`src/rtl/draw_layer_arbiter.sv`:
```
// Fixed-priority per-pixel RGB arbiter for NUM_LAYERS draw layers.
// Two-stage pipeline plus per-frame collision mask and frame counter.
//
// Ports:
//   clk, resetN          pixel clock, async active-low reset
//   pxl_x, pxl_y         current pixel from vga_controller
//   disp_ena             active-video flag
//   req_draw, req_rgb    per-layer draw flags and {R,G,B}; layer 0 wins
//   Red/Green/Blue/Draw  arbitrated pixel, layer_id = winning layer
//   coll_mask/coll_valid layers that overlapped last frame, 1-cycle pulse
//   frame_cnt            completed-frame counter (wraps)
//
// Optional feature: define DRAW_ARB_COLL_EN to build the collision
// accumulator; otherwise coll_mask and coll_valid are tied to 0.
module draw_layer_arbiter #(
  parameter int          NUM_LAYERS = 4,
  parameter int          WIDTH      = 640,
  parameter int          HEIGHT     = 480,
  parameter logic [11:0] BG_RGB     = 12'h000,
  localparam int XW = $clog2(WIDTH),
  localparam int YW = $clog2(HEIGHT),
  localparam int LW = (NUM_LAYERS > 1) ? $clog2(NUM_LAYERS) : 1
) (
  input  logic                    clk,
  input  logic                    resetN,
  input  logic [XW-1:0]           pxl_x,
  input  logic [YW-1:0]           pxl_y,
  input  logic                    disp_ena,
  input  logic [NUM_LAYERS-1:0]   req_draw,
  input  logic [12*NUM_LAYERS-1:0] req_rgb,
  output logic [3:0]              Red,
  output logic [3:0]              Green,
  output logic [3:0]              Blue,
  output logic                    Draw,
  output logic [LW-1:0]           layer_id,
  output logic [NUM_LAYERS-1:0]   coll_mask,
  output logic                    coll_valid,
  output logic [15:0]             frame_cnt
);

  logic [NUM_LAYERS-1:0]    req_q;
  logic [12*NUM_LAYERS-1:0] rgb_q;
  logic                     ena_q;
  logic                     org_q;
  logic                     fs_q;
  logic                     origin;

  assign origin = (pxl_x == '0) && (pxl_y == '0);

  // org_q resets to "at origin" so a held or reset-time origin
  // never fires; only an arrival at (0,0) starts a frame.
  always_ff @(posedge clk or negedge resetN) begin
    if (!resetN) begin
      req_q <= '0;
      rgb_q <= '0;
      ena_q <= 1'b0;
      org_q <= 1'b1;
      fs_q  <= 1'b0;
    end else begin
      req_q <= req_draw & {NUM_LAYERS{disp_ena}};
      rgb_q <= req_rgb;
      ena_q <= disp_ena;
      org_q <= origin;
      fs_q  <= origin & ~org_q;
    end
  end

  logic [LW-1:0] win;
  logic          hit;
  logic [11:0]   win_rgb;

  // Scan high to low so the lowest set index is the last to land.
  always_comb begin
    win = '0;
    hit = 1'b0;
    for (int i = NUM_LAYERS - 1; i >= 0; i--) begin
      if (req_q[i]) begin
        win = LW'(i);
        hit = 1'b1;
      end
    end
  end

  assign win_rgb = rgb_q[12*int'(win) +: 12];

  logic [11:0] pix_d, pix_q;
  logic        draw_q;
  logic [LW-1:0] id_q;
  logic [15:0] cnt_q;

  always_comb begin
    pix_d = 12'h000;
    if (hit)        pix_d = win_rgb;
    else if (ena_q) pix_d = BG_RGB;
  end

  always_ff @(posedge clk or negedge resetN) begin
    if (!resetN) begin
      pix_q  <= '0;
      draw_q <= 1'b0;
      id_q   <= '0;
      cnt_q  <= '0;
    end else begin
      pix_q  <= pix_d;
      draw_q <= hit;
      id_q   <= win;
      if (fs_q) cnt_q <= cnt_q + 16'd1;
    end
  end

  assign Red       = pix_q[11:8];
  assign Green     = pix_q[7:4];
  assign Blue      = pix_q[3:0];
  assign Draw      = draw_q;
  assign layer_id  = id_q;
  assign frame_cnt = cnt_q;

`ifdef DRAW_ARB_COLL_EN
  logic [NUM_LAYERS-1:0] acc_q, mask_q;
  logic                  valid_q;
  logic                  ovl;

  // Two or more bits set <=> clearing the lowest set bit leaves some.
  assign ovl = |(req_q & (req_q - 1'b1));

  // On frame start the origin pixel already belongs to the new
  // frame: acc restarts from its overlap rather than from zero.
  always_ff @(posedge clk or negedge resetN) begin
    if (!resetN) begin
      acc_q   <= '0;
      mask_q  <= '0;
      valid_q <= 1'b0;
    end else begin
      valid_q <= fs_q;
      if (fs_q) begin
        mask_q <= acc_q;
        acc_q  <= ovl ? req_q : '0;
      end else if (ovl) begin
        acc_q  <= acc_q | req_q;
      end
    end
  end

  assign coll_mask  = mask_q;
  assign coll_valid = valid_q;
`else
  assign coll_mask  = '0;
  assign coll_valid = 1'b0;
`endif

endmodule
```
`config.mk`:
```
export PLATFORM = sky130hd
export DESIGN_NAME = draw_layer_arbiter
export DESIGN_NICKNAME = d
export VERILOG_FILES = /design/src/rtl/draw_layer_arbiter.sv
export SDC_FILE = /design/constraint.sdc
export NUM_CORES = 1
export LEC_CHECK = 0
export CELL_PAD_IN_SITES_DETAIL_PLACEMENT = 0
export CELL_PAD_IN_SITES_GLOBAL_PLACEMENT = 1
export CORE_MARGIN = 1.5
export CORE_UTILIZATION = 34
export DETAILED_ROUTE_END_ITERATION = 16
export GPL_ROUTABILITY_DRIVEN = 0
export PLACE_DENSITY = 0.87
export SYNTH_ARGS = -nofsm -noshare
export SYNTH_HDL_FRONTEND = slang
export SYNTH_SLANG_ARGS = --single-unit
```
`constraint.sdc`:
```
create_clock -name clk -period 1.63 [get_ports clk]
set_input_delay 0.163 -clock clk [delete_from_list [all_inputs] [get_ports clk]]
set_output_delay 0.163 -clock clk [all_outputs]
set_load 0.03 [all_outputs]
```
==> out/metrics.csv <==
metric,value,unit
first_pass_iters,4,
slew_violations,0,
power.density,939,nW/um^2
clock_path_buffers,2,
rows,33,
utilization,51.7,%
syn_to_final_growth,46.1,%
dieWidth,95.7,um
ys_ff_latch,85,
layout_common_cells,"clkdlybuf4s50_1 (88), dfrtp_1 (84), nand2_1 (23), nor2b_1 (13), dlygate4sd2_1 (13)",
cap_violations,0,
min_period,1.57,ns
post-route-period-util,96.1,%
hold_viol,0,
rr_startpoint,frame_cnt[1],
holdCritPathClass,in -> reg,
ant_nets,0,
overflow,0,
grt_max_degree,34,
cp_slowest_cell,clkdlybuf4s50_1,
critPathMaxStageDelay,0.68,ns
num_io_pins,110,
coreArea,8260,um^2
grt_pass1_wl,9660,um
synth.distinct_cells,27,
setup_viol,0,
drtIter0Drc,57,
wl,6130,um
hold_ws,0.248,ns
design.die.area,9170,um^2
async_flop_share,100,%
die_h,95.7,um
drive_gt1_share,8.62,%
routed-via-count,1984,
hold-path-endpoint,rgb_q[6],
crit_buf_inv,1,
fin_nets,395,
ff2ff_setup_slack,0.14,ns
crit_type,reg -> out,
avgSynthCellArea,14.2,um^2
status,"complete, no violations",
dp_hpwl,4360,um
clock_sinks,85,
cts_htree_levels,3,
synth_cells,206,
grt_pass1_vias,2038,
crit_arrival,1.40,ns
cp-start-kind,flip-flop,
holdPathStages,1,
drc,0,
clock_skew,0.0137,ns
port_buffers,104,
netlist_area,2920,um^2
critPathTopFamily,buffers and inverters,
leakagePower,1.92,nW
ys_seq_area_share,72.8,%
wire_per_inst,14.3,um
ys_warn_count,0,
fillers,747,
cp_cell_sequence,clkdlybuf4s50_1,
vias_per_cell,4.61,
cts_tree,built,
layout_commonest_cell,clkdlybuf4s50_1,
critPathMaxFanout,2,
numCtsBuffers,9,
insertedDiodeCount,0,
fmax,639,MHz
ys.flop_type,dfrtp_1,
synth_edf_count,0,
worstSkewPairLatency,0.35,ns
grt_antenna_before_repair,0,
cts_root_buffer,clkbuf_8,
cp.required,1.47,ns
tns,0,ns
ir_worst_vdd,0.506,mV
rsz0062_at_grt,no,
track_usage,14.5,%
min-delay-start,req_rgb[6],
r2r_cells,5,
clk_pin_slew,0.09,ns
cp-end-kind,output port,
start_util,35.4,%
r2r_end,frame_cnt[10],
[synthesized netlist by cell type (2+ instances only)]
cell type / count / share of area, %
nand3_1: 2 / 0.34
and3_1: 2 / 0.43
xor2_1: 4 / 1.2
xnor2_1: 11 / 3.3
o31ai_1: 12 / 3.1
and2_1: 4 / 0.86
a221oi_1: 12 / 3.6
nand4_1: 3 / 0.64
buf_4: 5 / 1.3
nand2_1: 23 / 3.0
nor4_1: 4 / 0.86
nor2b_1: 13 / 2.8
nor3_1: 3 / 0.51
clkbuf_1: 7 / 0.90
dfrtp_1: 84 / 72
nor2_1: 6 / 0.77
[stage by stage]
stage	instance area, um^2	std cells	worst slack (ns)	power (mW)
6_report	4270	430	0.0640	4.01
3_3_place_gp	4110	413	0.192	2.78
3_5_place_dp	4110	413	0.130	2.79
4_1_cts	4270	430	0.00359	4.08
5_1_grt	4270	430	0.00130	4.22
2_1_floorplan	2940	210	0.0235	2.46
[final cells by class]
cell class              instances  area, um^2  area share, %
clock buffers                  11         131           3.07
clock inverters                 5        37.5          0.878
multi-input cells             112         742           17.4
well taps                     105         131           3.07
flip-flops and latches         85        2130           49.8
repair buffers                112        1100           25.8
[sequential cells by signal, indices dropped and copies added (netlist names)]
name       count
rgb_q         48
pix_q         12
frame_cnt     16
fs_q           1
Draw           1
layer_id       2
req_q          4
org_q          1
[routing by layer]
layer | vias up | global-route usage [%] | wire, um
li1 | 929 | - | -
met1 | 961 | 17.0 | 2510
met2 | 87 | 24.6 | 3040
met3 | 7 | 6.24 | 524
met4 | 0 | 3.31 | 62
met5 | - | 0 | 0
[worst max-delay path by stage]
stage | to | from | depth (start not counted) | slack, ns
6_report | frame_cnt[15] | frame_cnt[15] | 1 | 0.06
5_1_grt | frame_cnt[15] | frame_cnt[15] | 1 | 0.001
4_1_cts | frame_cnt[11] | frame_cnt[11] | 1 | 0.004
3_5_place_dp | frame_cnt[10] | frame_cnt[0] | 5 | 0.13
3_3_place_gp | frame_cnt[10] | frame_cnt[0] | 5 | 0.19
2_1_floorplan | frame_cnt[10] | frame_cnt[0] | 5 | 0.02
[what timing repair did]
item                                    in CTS  in global routing
hold buffers                                 1                  0
endpoints found under the setup margin      13                  2
gates cloned                                 0                  0
endpoints found under the hold margin       30                  0
resized for setup                           13                  2
setup buffers                                0                  0
[cell families after synthesis]
group | after synthesis | share of synthesized area [%]
compound gates | 24 | 6.68
xor+xnor | 15 | 4.49
fa+ha+maj | 1 | 0.428
buf+inv | 13 | 2.35
flops | 85 | 72.8
mux | 1 | 0.385
other cells | 1 | 0.128
simple gates | 66 | 12.8
[power by group]
part | switching, mW | internal, mW | leakage, nW
combinational | 0.228 | 0.270 | 0.813
sequential | 0.0327 | 2.21 | 1.04
clock | 0.721 | 0.554 | 0.0678
Note: power is estimated with default switching activity, not from simulation.
